$ cat config.mk
export PLATFORM = sky130hd
export DESIGN_NAME = seg7_bcd_scan_flat
export DESIGN_NICKNAME = d
export VERILOG_FILES = /design/src/rtl/seg7_bcd_scan_if.sv /design/src/rtl/seg7_bcd_scan.sv /design/src/flat_wrapper.sv
export SDC_FILE = /design/constraint.sdc
export NUM_CORES = 1
export LEC_CHECK = 0
export ABC_CLOCK_PERIOD_IN_PS = 3200
export CORE_MARGIN = 2
export CORE_UTILIZATION = 58
export CTS_BUF_LIST = sky130_fd_sc_hd__clkbuf_8
export CTS_CLUSTER_SIZE = 40
export DETAILED_ROUTE_END_ITERATION = 16
export GPL_ROUTABILITY_DRIVEN = 1
export PLACE_DENSITY_LB_ADDON = 0.15
export SLEW_MARGIN = 5
export SYNTH_ARGS = -nofsm -noshare
export SYNTH_HDL_FRONTEND = slang
export SYNTH_SLANG_ARGS = --single-unit
$ cat constraint.sdc
create_clock -name iCLK -period 3.2 [get_ports iCLK]
set_input_delay 0.64 -clock iCLK [delete_from_list [all_inputs] [get_ports iCLK]]
set_output_delay 0.64 -clock iCLK [all_outputs]
set_load 0.02 [all_outputs]
$ cat src/rtl/seg7_bcd_scan_if.sv
// Request/result bus of the 7-segment BCD display driver.
//
// Handshake: the master holds i_valid and i_bin steady; the request is
// accepted on the rising edge where i_valid && o_ready are both high.
// o_ready is registered and only high while the converter is idle.
// o_bcd/o_overflow change only together with the one-cycle o_bcd_valid pulse.
// dbg_state mirrors the converter FSM state (0=IDLE, 1=CONV, 2=LOAD).
interface seg7_bcd_scan_if #(
  parameter int BIN_W  = 16,
  parameter int DIGITS = 5
);
  logic                  i_valid;
  logic [BIN_W-1:0]      i_bin;
  logic                  o_ready;
  logic [4*DIGITS-1:0]   o_bcd;
  logic                  o_bcd_valid;
  logic                  o_overflow;
  logic [1:0]            dbg_state;

  modport master (
    output i_valid, i_bin,
    input  o_ready, o_bcd, o_bcd_valid, o_overflow, dbg_state
  );

  modport slave (
    input  i_valid, i_bin,
    output o_ready, o_bcd, o_bcd_valid, o_overflow, dbg_state
  );
endinterface

$ cat src/rtl/seg7_bcd_scan.sv
// Binary to multi-digit 7-segment driver.
// A double-dabble engine converts one input bit per clock into packed BCD;
// the latched result is time-multiplexed onto a common segment bus with a
// prescaled digit scan, optional leading-zero blanking and overflow display.
module seg7_bcd_scan #(
  parameter int BIN_W    = 16,
  parameter int DIGITS   = 5,
  parameter int SCAN_DIV = 1000,
  parameter int BLANK_LZ = 1
) (
  input  logic              iCLK,
  input  logic              nRST,
  seg7_bcd_scan_if.slave    bus,
  output logic [DIGITS-1:0] os_COM,
  output logic [7:0]        os_ENS
);

  localparam int ACC_W = 4 * DIGITS;
  localparam int CNT_W = $clog2(BIN_W + 1);
  localparam int PRE_W = (SCAN_DIV > 1) ? $clog2(SCAN_DIV) : 1;
  localparam int IDX_W = (DIGITS > 1) ? $clog2(DIGITS) : 1;

  typedef enum logic [1:0] {
    S_IDLE = 2'd0,
    S_CONV = 2'd1,
    S_LOAD = 2'd2
  } state_t;

  // converter state
  state_t             state_q, state_d;
  logic [BIN_W-1:0]   shift_q, shift_d;
  logic [ACC_W-1:0]   acc_q, acc_d;
  logic [ACC_W-1:0]   acc_adj;
  logic               ovf_q, ovf_d;
  logic [CNT_W-1:0]   cnt_q, cnt_d;
  logic               ready_q, ready_d;
  logic [ACC_W-1:0]   bcd_q, bcd_d;
  logic               bcd_valid_q, bcd_valid_d;
  logic               overflow_q, overflow_d;

  // scan state
  logic [PRE_W-1:0]   presc_q, presc_d;
  logic [IDX_W-1:0]   idx_q, idx_d;
  logic [DIGITS-1:0]  com_q, com_d;
  logic [7:0]         ens_q, ens_d;
  logic               tick;
  logic [3:0]         dig;
  logic               lz;

  // Segment pattern {a,b,c,d,e,f,g,dp}; non-decimal codes stay dark.
  function automatic logic [7:0] seg_decode(input logic [3:0] v);
    logic [7:0] s;
    case (v)
      4'd0:    s = 8'b11111100;
      4'd1:    s = 8'b01100000;
      4'd2:    s = 8'b11011010;
      4'd3:    s = 8'b11110010;
      4'd4:    s = 8'b01100110;
      4'd5:    s = 8'b10110110;
      4'd6:    s = 8'b10111110;
      4'd7:    s = 8'b11100100;
      4'd8:    s = 8'b11111110;
      4'd9:    s = 8'b11110110;
      default: s = 8'b00000000;
    endcase
    return s;
  endfunction

  // Converter next state: accept, shift-and-add-3 once per clock, then publish.
  always_comb begin
    state_d     = state_q;
    shift_d     = shift_q;
    acc_d       = acc_q;
    ovf_d       = ovf_q;
    cnt_d       = cnt_q;
    bcd_d       = bcd_q;
    overflow_d  = overflow_q;
    bcd_valid_d = 1'b0;

    // every digit >= 5 is pre-corrected so the following doubling carries in BCD
    acc_adj = acc_q;
    for (int j = 0; j < DIGITS; j++) begin
      if (acc_q[4*j +: 4] >= 4'd5) begin
        acc_adj[4*j +: 4] = acc_q[4*j +: 4] + 4'd3;
      end
    end

    case (state_q)
      S_IDLE: begin
        // o_ready is high exactly in IDLE, so i_valid alone marks an accept here
        if (bus.i_valid) begin
          shift_d = bus.i_bin;
          acc_d   = '0;
          ovf_d   = 1'b0;
          cnt_d   = CNT_W'(BIN_W - 1);
          state_d = S_CONV;
        end
      end
      S_CONV: begin
        acc_d   = {acc_adj[ACC_W-2:0], shift_q[BIN_W-1]};
        shift_d = shift_q << 1;
        // a bit leaving the top digit means the value needs more digits than we have
        if (acc_adj[ACC_W-1]) begin
          ovf_d = 1'b1;
        end
        if (cnt_q == '0) begin
          state_d = S_LOAD;
        end else begin
          cnt_d = cnt_q - CNT_W'(1);
        end
      end
      S_LOAD: begin
        bcd_d       = acc_q;
        overflow_d  = ovf_q;
        bcd_valid_d = 1'b1;
        state_d     = S_IDLE;
      end
      default: begin
        state_d = S_IDLE;
      end
    endcase

    ready_d = (state_d == S_IDLE);
  end

  // Converter registers; reset also clears the displayed value.
  always_ff @(posedge iCLK) begin
    if (nRST) begin
      state_q     <= S_IDLE;
      shift_q     <= '0;
      acc_q       <= '0;
      ovf_q       <= 1'b0;
      cnt_q       <= '0;
      ready_q     <= 1'b1;
      bcd_q       <= '0;
      bcd_valid_q <= 1'b0;
      overflow_q  <= 1'b0;
    end else begin
      state_q     <= state_d;
      shift_q     <= shift_d;
      acc_q       <= acc_d;
      ovf_q       <= ovf_d;
      cnt_q       <= cnt_d;
      ready_q     <= ready_d;
      bcd_q       <= bcd_d;
      bcd_valid_q <= bcd_valid_d;
      overflow_q  <= overflow_d;
    end
  end

  // Scan next state: prescaler tick advances the digit and re-evaluates its segments.
  always_comb begin
    tick    = (presc_q == PRE_W'(SCAN_DIV - 1));
    presc_d = tick ? '0 : presc_q + PRE_W'(1);
    idx_d   = idx_q;
    com_d   = com_q;
    ens_d   = ens_q;

    if (tick) begin
      idx_d = (idx_q == IDX_W'(DIGITS - 1)) ? '0 : idx_q + IDX_W'(1);
    end

    // value of the selected digit, and whether it and every digit above it is zero
    dig = 4'd0;
    lz  = 1'b1;
    for (int j = 0; j < DIGITS; j++) begin
      if (j == int'(idx_d)) begin
        dig = bcd_q[4*j +: 4];
      end
      if ((j >= int'(idx_d)) && (bcd_q[4*j +: 4] != 4'd0)) begin
        lz = 1'b0;
      end
    end

    if (tick) begin
      com_d = ~(DIGITS'(1) << idx_d);
      if (overflow_q) begin
        ens_d = 8'b00000010;
      end else if ((BLANK_LZ != 0) && (idx_d != '0) && lz) begin
        ens_d = 8'b00000000;
      end else begin
        ens_d = seg_decode(dig);
      end
    end
  end

  // Scan registers; the first tick after reset wraps the index to digit 0.
  always_ff @(posedge iCLK) begin
    if (nRST) begin
      presc_q <= '0;
      idx_q   <= IDX_W'(DIGITS - 1);
      com_q   <= '1;
      ens_q   <= '0;
    end else begin
      presc_q <= presc_d;
      idx_q   <= idx_d;
      com_q   <= com_d;
      ens_q   <= ens_d;
    end
  end

  assign bus.o_ready     = ready_q;
  assign bus.o_bcd       = bcd_q;
  assign bus.o_bcd_valid = bcd_valid_q;
  assign bus.o_overflow  = overflow_q;
  assign bus.dbg_state   = state_q;
  assign os_COM          = com_q;
  assign os_ENS          = ens_q;

endmodule

$ cat src/flat_wrapper.sv
// flat-port wrapper written by rule: the top's interface ports become plain ports
module seg7_bcd_scan_flat 
#(
  parameter int BIN_W    = 16,
  parameter int DIGITS   = 5,
  parameter int SCAN_DIV = 1000,
  parameter int BLANK_LZ = 1
)
  (iCLK, nRST, os_COM, os_ENS, bus_i_valid, bus_i_bin, bus_o_ready, bus_o_bcd, bus_o_bcd_valid, bus_o_overflow, bus_dbg_state);
  seg7_bcd_scan_if #(.BIN_W(BIN_W), .DIGITS(DIGITS)) bus_i ();
  input  logic iCLK;
  input  logic nRST;
  output logic [DIGITS-1:0] os_COM;
  output logic [7:0] os_ENS;
  input wire logic [$bits(bus_i.i_valid)-1:0] bus_i_valid;
  input wire logic [$bits(bus_i.i_bin)-1:0] bus_i_bin;
  output wire logic [$bits(bus_i.o_ready)-1:0] bus_o_ready;
  output wire logic [$bits(bus_i.o_bcd)-1:0] bus_o_bcd;
  output wire logic [$bits(bus_i.o_bcd_valid)-1:0] bus_o_bcd_valid;
  output wire logic [$bits(bus_i.o_overflow)-1:0] bus_o_overflow;
  output wire logic [$bits(bus_i.dbg_state)-1:0] bus_dbg_state;
  assign bus_i.i_valid = bus_i_valid;
  assign bus_i.i_bin = bus_i_bin;
  assign bus_o_ready = bus_i.o_ready;
  assign bus_o_bcd = bus_i.o_bcd;
  assign bus_o_bcd_valid = bus_i.o_bcd_valid;
  assign bus_o_overflow = bus_i.o_overflow;
  assign bus_dbg_state = bus_i.dbg_state;
  seg7_bcd_scan #(.BIN_W(BIN_W), .DIGITS(DIGITS), .SCAN_DIV(SCAN_DIV), .BLANK_LZ(BLANK_LZ)) u_core (.iCLK(iCLK), .nRST(nRST), .bus(bus_i), .os_COM(os_COM), .os_ENS(os_ENS));
endmodule
Word level (Yosys, flattened, before mapping)
Memory sizes are Yosys's and may differ from the RTL's.
Index checks and enable logic that the tools add are counted.
{"block": "word_totals", "ff_bits": 93, "latchBits": 0, "mem_bits_rw": 0, "rom_bits": 112, "inputBits": 19, "output_inout_bits": 38, "word_cells": 99, "n_memories": 1}
{"memory": "(no name shown)", "depth": 16, "word_bits": 7, "read_ports": 1, "rd_ports_with_merged_regs": 0, "wr": 0, "line": "seg7_bcd_scan.sv:53", "rtl": "case (v)"}
{"block": "classes", "add_sub_neg": 8, "multipliers": 0, "div_mod_pow": 0, "order_cmp": 10, "eq_ne": 11, "shifts": 1, "mux": 33, "n_bitwise": 1, "reduce_logical": 21}
{"cell": "two-way mux 4 bit", "count": 10}
{"cell": "case mux 20 bit (2 select lines)", "count": 1}
{"cell": "case mux 16 bit (2 select lines)", "count": 1}
{"cell": "adder 4 x 2 -> 4 bit (second input constant)", "count": 5}
{"cell": ">= comparator 4 x 3 -> 1 bit (second input constant)", "count": 5}
{"cell": "two-way mux 20 bit", "count": 1}
{"cell": "nonzero test 4 bit", "count": 5}
{"cell": "two-way mux 16 bit", "count": 1}
{"cell": "two-way mux 8 bit", "count": 2}
{"cell": "adder 10 x 1 -> 10 bit (second input constant)", "count": 1}
{"cell": "== test 10 bit (second input constant)", "count": 1}
{"cell": "two-way mux 5 bit", "count": 2}
{"cell": "case mux 5 bit (2 select lines)", "count": 1}
{"cell": "== test 3 bit (first input constant)", "count": 3}
{"cell": "two-way mux 1 bit", "count": 8}
{"cell": ">= comparator 1 x 3 -> 1 bit (first input constant)", "count": 2}
{"cell": ">= comparator 2 x 3 -> 1 bit (first input constant)", "count": 2}
{"cell": "logical AND 1 bit", "count": 6}
{"cell": "two-way mux 3 bit", "count": 2}
{"cell": "AND reduction 3 bit", "count": 2}
{"cell": "zero test 5 bit", "count": 1}
{"cell": "inverter 5 bit", "count": 1}
{"cell": "<< shifter 1 x 3 -> 5 bit (first input constant)", "count": 1}
{"cell": "subtractor 5 x 1 -> 5 bit (second input constant)", "count": 1}
{"cell": "17 further kinds", "count": 20}

Depth between registers and ports, before layout
Gate-level depths: netlist of run 1.
{"block": "logic_depth", "ltp_word": 13, "mapped_depth": 13, "depth_no_buf": 12}

Least setup slack after synthesis of run 1
Ideal clock, no wire load.
{"block": "synth_timing", "path_type": "register to register", "from": "reg u_core.idx_q[0]", "to": "reg u_core.ens_q[5], in the netlist u_core.os_ENS[5]", "t_arrival_ns": 2.793, "slack_ns": 0.290, "stages_incl_launch_ff": 13, "n_path_buf": 1, "cell_sequence": "dfxtp_1 > buf_2 > inv_1 > ha_1 > a21bo_2 > nor4_4 > mux2i_1 > o221a_2 > a22oi_1 > ha_1 > inv_1 > or3_1 > a22o_1"}
{"block": "synth_via", "elab_chain_len": 13, "word_cells_on_any_way": 34, "classes_between": "1 x add/sub; 5 x order compare; 5 x eq/ne; 14 x mux; 8 x reduce/logical; 1 x memory"}
{"element": "start: declaration", "line": "seg7_bcd_scan.sv:43", "rtl": "logic [IDX_W-1:0] idx_q, idx_d;"}
{"element": "start signal: assignment", "line": "seg7_bcd_scan.sv:191", "rtl": "idx_q <= IDX_W'(DIGITS - 1);"}
{"element": "start signal: assignment", "line": "seg7_bcd_scan.sv:196", "rtl": "idx_q <= idx_d;"}
{"element": "adder 3 x 1 -> 3 bit / == test 3 bit (equally long branches)", "line": "seg7_bcd_scan.sv:160", "rtl": "idx_d = (idx_q == IDX_W'(DIGITS - 1)) ? '0 : idx_q + IDX_W'(1);"}
{"element": "two-way mux 3 bit", "line": "seg7_bcd_scan.sv:160"}
{"element": "two-way mux 3 bit *", "line": "seg7_bcd_scan.sv:159", "rtl": "if (tick) begin"}
{"element": "parallel branches: the longest is 8 deep, another holds memory read (16 x 7 bit)"}
{"element": "two-way mux 8 bit *", "line": "seg7_bcd_scan.sv:179", "rtl": "end else if ((BLANK_LZ != 0) && (idx_d != '0) && lz) begin"}
{"element": "two-way mux 8 bit *", "line": "seg7_bcd_scan.sv:177", "rtl": "if (overflow_q) begin"}
{"element": "end signal: assignment", "line": "seg7_bcd_scan.sv:198", "rtl": "ens_q <= ens_d;"}
{"element": "end: declaration", "line": "seg7_bcd_scan.sv:45", "rtl": "logic [7:0] ens_q, ens_d;"}
Mark *: on every way between the ends.
A chain may end at the register's enable or synchronous reset.

Worst setup path in the final report of run 1
Ends and elaborated chain as after synthesis.

==> metrics.md, run 1 <==
| Metric | Value |
|---|---|
| Layout net count | `645` |
| Placed Instances | `699` |
| Post-synthesis async set-or-reset flop share | `0` |
| RePlAce Congestion | `about 0.9` |
| Crit start category | `flip-flop` |
| PwrDens | `between 400 and 500 nW/um^2` |
| CP Buf/Inv Count | `2` |
| Worst-skew pair later-pin latency | `0.36 ns` |
| Largest stage delay, worst path | `0.43 ns` |
| CP Capture Type | `flip-flop` |
| Distinct cells, synth | `70` |
| Top Ports | `57` |
| Setup Total Neg Slack | `0 ns` |
| CTS Sinks | `92` |
| Initial Util | `0.596` |
| Filler instances | `648` |
| HP Class | `reg2reg` |
| Leak | `2.04 nW` |
| Pre-antenna DRT Iters | `5` |
| Syn Std Cell Area | `4580 um^2` |
| Final Hold Fails | `0` |
| Fmax | `roughly 340 MHz` |
| Status | `finished clean` |
| # port buffers | `55` |
| Max VDD drop | `238 uV` |
| Pin count of the biggest net entering global routing | `73` |
| Tightest Pin Transition | `0.792 ns` |
| Total chip power | `about 2.2 mW` |
| Worst EP arrival | `3.22 ns` |
| Clk root buf | `clkbuf_8` |
| Post-detail-place hpwl | `7610 um` |
| Ys flop type | `dfxtp_1` |
| GRT Resource Usage Total | `0.264` |
| Remaining global-route overflow | `0` |
| Pint | `1.65 mW` |
| Setup-failing EPs final | `0` |
| Post-route ant nets | `0` |
| # DRC | `0` |
| DIE AREA | `8620 um^2` |
| Sw Ratio | `0.261` |
| CP Data Required Time | `3.47 ns` |
| Vias in the first global route | `about 3900` |
| YS warnings | `0` |
| 1st-iter DRT viols | `240` |
| Final Skew | `0.0117 ns` |
| Sw Pwr | `584 uW` |
| # rows | `32` |
| Seq/Total Area, Yosys | `0.402` |
| Ant. Diodes | `0` |
| Vias | `4107` |
| CTS Buf Count | `9` |
| FF+latch count, synth | `92` |
| Antenna violations before repair | `0` |
| Syn-to-layout area delta | `19.0%` |
| Seq pwr share | `0.542` |
| Final min period | `about 3.0 ns` |
| Unrepaired setup endpoints after global routing | `no` |
| Max-cap viol count | `0` |
| Multi-input combinational cell area | `2550 um^2` |
| Number of synthesized flops with an enable pin | `0` |
| Synth Instances | `558` |
| Sequence of cells on the critical path | `inv_1 -> ha_1 -> a21bo_2 -> nor4_4 -> mux2i_1 -> o221a_2 -> a22oi_1 -> ha_1 -> inv_1 -> or3_1 -> a22o_1` |
| Syn_area_per_cell | `8.20 um^2` |
| Post-CTS Repair Setup Buffers | `0` |
| Finished Layout Cells | `715` |
| Worst-path maximum fanout | `9` |
| First-pass GRT wire length | `18600 um` |
| Die W | `92.8 um` |
| Share of cells above drive strength 1 | `0.0897` |
| Crit Path Category | `reg2reg` |
| CTS tree | `built` |
| Max-slew violations | `0` |
| Synth Net Count | `595` |
| Critical-path top delay cell | `dfxtp_2` |
| H-tree depth | `3` |
| Worst-path clk slew | `0.10 ns` |
| Vias per cell | `between 5 and 6` |
| Max-slew headroom | `0.471` |
| Routed wire length per instance | `15.1 um` |
| Core Util, Final | `0.708` |
| Min Hold Slack | `between 0.4 and 0.5 ns` |
| Total routed wirelength | `10800 um` |
| Fin crit share | `0.923` |
| Logic gate share of total power | `0.094` |
| Die extent in y | `92.8 um` |
| Register area | `~1800 um^2` |
| Clk pwr share | `0.365` |
| Delay-heaviest family, CP | `compound AO/OA/AOI/OAI gates` |
| Clk buf depth | `2` |
| Core area | `7690 um^2` |
cell usage after synthesis (4+ instances only):
| cell type | instances | share of area |
|---|---|---|
| nand2b_1 | 10 | 0.014 |
| dfxtp_1 | 92 | 0.40 |
| a311oi_1 | 15 | 0.029 |
| nor3_1 | 16 | 0.017 |
| xnor2_1 | 8 | 0.015 |
| a22o_1 | 4 | 0.0077 |
| buf_2 | 4 | 0.0044 |
| nand3_1 | 10 | 0.011 |
| xor2_1 | 11 | 0.021 |
| a21oi_1 | 47 | 0.051 |
| o22ai_1 | 5 | 0.0068 |
| clkbuf_1 | 22 | 0.018 |
| a22oi_1 | 13 | 0.021 |
| inv_1 | 21 | 0.017 |
| o21ai_0 | 20 | 0.022 |
| or3_1 | 4 | 0.0055 |
| nor2_1 | 68 | 0.056 |
| nand2_1 | 92 | 0.075 |
| nor4_1 | 6 | 0.0082 |
| ha_1 | 18 | 0.049 |
cell type report:
type | instances | area share
sequential | 92 | 0.338
tap | 102 | 0.0234
clock buffer | 10 | 0.0253
timing repair buffer | 68 | 0.118
inverter | 21 | 0.0145
clock inverter | 6 | 0.0129
multi-input combinational | 416 | 0.467
cells by family (layout without fill, tap and decap cells):
kind of cell,Yosys count,count (layout),synth area share
and+or+nand+nor,235,235,0.245
AOI/OAI and AO/OA,139,139,0.213
muxes,4,4,0.0101
adders and majority gates,18,18,0.0492
buffers and inverters,50,105,0.0429
xor gates and xnor gates,19,19,0.0363
DFF,92,92,0.402
other,1,1,0.000819
worst paths after layout:
| check | startpoint | endpoint | slack (ns) | cells past startpoint |
|---|---|---|---|---|
| max | u_core.idx_q[0] | u_core.os_ENS[5] | 0.25 | 11 |
| min reg2reg | u_core.presc_q[0] | u_core.presc_q[0] | 0.45 | 1 |
| min | u_core.presc_q[0] | u_core.presc_q[0] | 0.45 | 1 |
| max reg2reg | u_core.idx_q[0] | u_core.os_ENS[5] | 0.25 | 11 |
power groups by stage:
stage	clock, mW	sequential (mW)	combinational, mW
2_1_floorplan	0	1.23	0.144
3_3_place_gp	0	1.24	0.204
3_5_place_dp	0	1.24	0.210
4_1_cts	0.829	1.21	0.210
5_1_grt	0.879	1.22	0.233
6_report	0.815	1.21	0.209
metrics by stage:
step | instance area, um^2 | setup WS (ns)
after floorplan | 4580 | 0.290
after global placement | 5230 | 0.232
after detailed placement | 5230 | 0.153
after CTS | 5440 | 0.142
after global routing | 5450 | 0.0639
final | 5450 | 0.245
per-layer routing:
layer  share of wire  vias up  wire length [um]  GRT usage
met5               0        -                 0          0
met4           0.015        0               157     0.0968
met3           0.056       15               606     0.0325
met2            0.48      129              5180      0.431
met1            0.45     1904              4830      0.358
li1                -     2059                 -          -
layout by cell type, fill, tap and decap left out, drive strengths merged, types with 10 or more instances in the layout:
cell	netlist	layout
a22oi	13	13
clkbuf	22	10
dfxtp	92	92
o21ai	22	22
a21oi	47	47
nand3	10	10
clkdlybuf4s50	0	54
a311oi	15	15
xor2	11	11
ha	18	18
nand2	92	92
nor2	70	70
nand2b	10	10
nor3	17	17
inv	21	23
buf	7	14
state kept, by name, summed over array words and instances, names as in the netlist:
name and flops:
u_core.bus.dbg_state 2, u_core.bus.o_bcd 20, u_core.ovf_q 1, u_core.cnt_q 5, u_core.os_COM 5, u_core.bus.o_ready 1, u_core.os_ENS 7, u_core.bus.o_overflow 1
u_core.shift_q 16, u_core.bus.o_bcd_valid 1, u_core.acc_q 20, u_core.presc_q 10, u_core.idx_q 3
timing repair:
item,in CTS,in global routing
endpoints found under the setup margin,0,5
resized for setup,0,3
hold buffers,0,0
Note: power is estimated with default switching activity, not from simulation.
==> run 2, diff against run 1 <==
Settings changed: ABC_AREA from default to 1, CTS_CLUSTER_DIAMETER from default to 200.
==> metrics.md, run 2 <==
| Metric | Value |
|---|---|
| Fin crit share | `0.827 (-0.0962)` |
| Post-route ant nets | `0 (unchanged)` |
| Setup Total Neg Slack | `0 ns (unchanged)` |
| 1st-iter DRT viols | `207 (-14%)` |
| HP Class | `reg2reg` |
| GRT Resource Usage Total | `0.247 (-0.0171)` |
| Gates resized, CTS repair | `0 (unchanged)` |
| Max VDD drop | `288 uV (+21%)` |
| First-pass GRT wire length | `17300 um (-6.6%)` |
| Share of cells above drive strength 1 | `0.0868 (-0.00296)` |
| Post-route cell area | `5400 um^2 (-0.80%)` |
| CTS tree | `built` |
| Placed Instances | `766 (+9.6%)` |
| Logic gate share of total power | `0.126 (+0.032)` |
| Final min period | `2.65 ns (-0.308 ns)` |
| Die extent in y | `92.9 um (about the same)` |
| Clk root buf | `clkbuf_8` |
| Register area | `1840 um^2 (about the same)` |
| Total chip power | `2.34 mW (+4.8%)` |
| Clk buf depth | `2 (unchanged)` |
| DP Worst Slack | `0.621 ns (+0.468 ns)` |
| Most common cell in the synthesized netlist | `nand2_1` |
| Sw Ratio | `0.282 (+0.0206)` |
| Synth Instances | `629 (+13%)` |
| Syn-to-layout area delta | `17.9%` |
| Max-cap viol count | `0 (unchanged)` |
| Multi-input combinational cell area | `2360 um^2 (-7.3%)` |
| CP Capture Type | `flip-flop` |
| Most common cell after layout, fill and taps aside | `nand2_1` |
| Commonest cells in the netlist | `nand2_1 (114), dfxtp_1 (92), a21oi_1 (73)` |
| Syn Std Cell Area | `4580 um^2 (about the same)` |
| Syn_area_per_cell | `7.28 um^2 (-11%)` |
| Final Hold Fails | `0 (unchanged)` |
| Tightest Pin Transition | `0.808 ns (+0.0157 ns)` |
| Worst EP arrival | `2.95 ns (-0.27 ns)` |
| # port buffers | `55 (unchanged)` |
| Remaining global-route overflow | `0 (unchanged)` |
| Worst-path maximum fanout | `5 (-4)` |
| Vias in the first global route | `3956 (+2.1%)` |
| PwrDens | `434 nW/um^2 (+5.7%)` |
| Fmax | `378 MHz (+12%)` |
| FF+latch count, synth | `92 (unchanged)` |
| CP Data Required Time | `3.51 ns (+0.04 ns)` |
| Die W | `92.9 um (about the same)` |
| Status | `finished clean` |
| Post-synthesis async set-or-reset flop share | `0 (unchanged)` |
| Area share of the largest cell type after synthesis | `0.402 (about the same)` |
| H-tree depth | `3 (unchanged)` |
| Number of synthesized flops with an enable pin | `0 (unchanged)` |
| Vias | `4228 (+2.9%)` |
| Reg2reg path depth | `17 (+6)` |
| Ant. Diodes | `0 (unchanged)` |
| Core area | `7690 um^2 (unchanged)` |
| Sw Pwr | `660 uW (+13%)` |
| Reg-to-reg startpoint | `u_core.idx_q[0]` |
| RePlAce Congestion | `0.886 (-0.61%)` |
| Setup-failing EPs final | `0 (unchanged)` |
| Commonest non-fill, non-tap cells in the layout | `nand2_1 (114), dfxtp_1 (92), a21oi_1 (73)` |
| Core Util, Final | `0.703 (-0.00570)` |
| Max-slew violations | `0 (unchanged)` |
| Seq/Total Area, Yosys | `0.402 (about the same)` |
| Filler instances | `661 (+2.0%)` |
| Distinct cells, synth | `41 (-41%)` |
| DP Area | `5200 um^2 (-0.62%)` |
| Reg-to-reg endpoint | `u_core.os_ENS[4]` |
| Top Ports | `57 (unchanged)` |
| Routed wire length per instance | `13.0 um (-14%)` |
| Total routed wirelength | `10200 um (-5.7%)` |
| Hold-critical path depth | `1 (unchanged)` |
| Worst-skew pair later-pin latency | `0.36 ns (about the same)` |
| YS warnings | `0 (unchanged)` |
| Post-CTS Repair Setup Buffers | `0 (unchanged)` |
| Synth area leaders | `dfxtp_1 (40%), nand2_1 (9.3%), a21oi_1 (8.0%)` |
| WHS Endpoint | `u_core.presc_q[0]` |
| Ys flop type | `dfxtp_1` |
| # rows | `32 (unchanged)` |
| Vias per cell | `5.41 (-5.9%)` |
| Min-delay src | `u_core.presc_q[0]` |
| Crit Path Category | `reg2reg` |
| Seq pwr share | `0.524 (-0.018)` |
| DIE AREA | `8620 um^2 (about the same)` |
| CTS Sinks | `92 (unchanged)` |
| Min Hold Slack | `0.451 ns (+0.00455 ns)` |
| Antenna violations before repair | `0 (unchanged)` |
| Worst-path clk slew | `0.10 ns (about the same)` |
| Post-detail-place hpwl | `7160 um (-6.0%)` |
| Pin count of the biggest net entering global routing | `47 (-36%)` |
| # DRC | `0 (unchanged)` |
| CTS Buf Count | `9 (unchanged)` |
| Pint | `1.68 mW (+1.9%)` |
| Largest area contributor in the netlist | `dfxtp_1` |
| Crit start category | `flip-flop` |
| Final Skew | `0.0143 ns (+0.00265 ns)` |
| Leak | `2.20 nW (+7.5%)` |
| Layout net count | `712 (+10%)` |
| Final worst setup slack | `0.553 ns (+0.308 ns)` |
| Clk pwr share | `0.349 (-0.016)` |
| Pre-antenna DRT Iters | `5 (unchanged)` |
| Initial Util | `0.596 (about the same)` |
| Hold_buf cts | `0 (unchanged)` |
| Finished Layout Cells | `782 (+9.4%)` |
| Synth Net Count | `666 (+12%)` |
| Max-slew headroom | `0.461 (-0.00976)` |
| Unrepaired setup endpoints after global routing | `no` |
| FF-to-FF setup slack | `0.55 ns (+0.31 ns)` |
run 2: changes by cell type after synthesis, moves of 10 or more:
cell / delta
a21oi_1: +26
a22oi_1: -13
a311oi_1: -15
inv_1: +49
nand2_1: +22
nand2b_1: -10
nand3_1: +20
o21ai_0: +36
run 2: area by class of cell:
cell class,count,area share
Inverter,75,0.0521
Sequential cell,92,0.341
Timing Repair Buffer,60,0.109
Multi-Input combinational cell,437,0.437
Clock inverter,7,0.0148
Tap cell,102,0.0236
Clock buffer,9,0.0229
run 2: kinds of logic (layout without fill, tap and decap cells):
group / after synthesis / count (layout) / share of synthesized area
xor gates and xnor gates: 7 / 7 / 0.0134
DFF: 92 / 92 / 0.402
and+or+nand+nor: 265 / 265 / 0.278
other: 1 / 1 / 0.000819
muxes: 1 / 1 / 0.00219
adders and majority gates: 18 / 18 / 0.0492
buffers and inverters: 100 / 151 / 0.0844
AOI/OAI and AO/OA: 145 / 145 / 0.170
run 2: per-layer routing:
| layer | part of all wire | vias up | wire (um) | global-route usage |
|---|---|---|---|---|
| li1 | - | 2144 | - | - |
| met1 | 0.44 | 1922 | 4460 | 0.295 |
| met2 | 0.49 | 136 | 4930 | 0.441 |
| met3 | 0.053 | 26 | 543 | 0.0309 |
| met4 | 0.023 | 0 | 231 | 0.110 |
| met5 | 0 | - | 0 | 0 |
run 2: worst max-delay path by stage:
stage / cells past startpoint / to / slack [ns] / start
5_1_grt: 18 / u_core.os_ENS[1] / 0.33 / u_core.presc_q[0]
4_1_cts: 17 / u_core.os_ENS[4] / 0.57 / u_core.idx_q[0]
3_5_place_dp: 17 / u_core.os_ENS[4] / 0.62 / u_core.idx_q[0]
6_report: 17 / u_core.os_ENS[4] / 0.55 / u_core.idx_q[0]
3_3_place_gp: 15 / u_core.os_ENS[4] / 0.78 / u_core.presc_q[0]
2_1_floorplan: 18 / u_core.os_ENS[4] / 0.91 / u_core.presc_q[0]
run 2: critical path, stage by stage, from the launching register on:
cell and delay [ns]:
dfxtp_1 0.39, inv_1 0.10, ha_1 0.21, nand2_1 0.10, nand2_1 0.09, inv_1 0.07, nand4_1 0.15, nand2_4 0.15
nand3_1 0.14, nor2_1 0.16, nor2_1 0.09, a21oi_4 0.20, inv_1 0.09, ha_1 0.27, or2_1 0.24, nand3_1 0.07
nand2_1 0.05, nand2_1 0.05
run 2: power by group through the flow:
stage                     Sequential (mW)  Clock, mW  Combinational [mW]
final                                1.23      0.818               0.296
after global routing                 1.23      0.878               0.333
after CTS                            1.23      0.829               0.298
after detailed placement             1.25          0               0.295
after global placement               1.25          0               0.290
after floorplan                      1.26          0               0.187
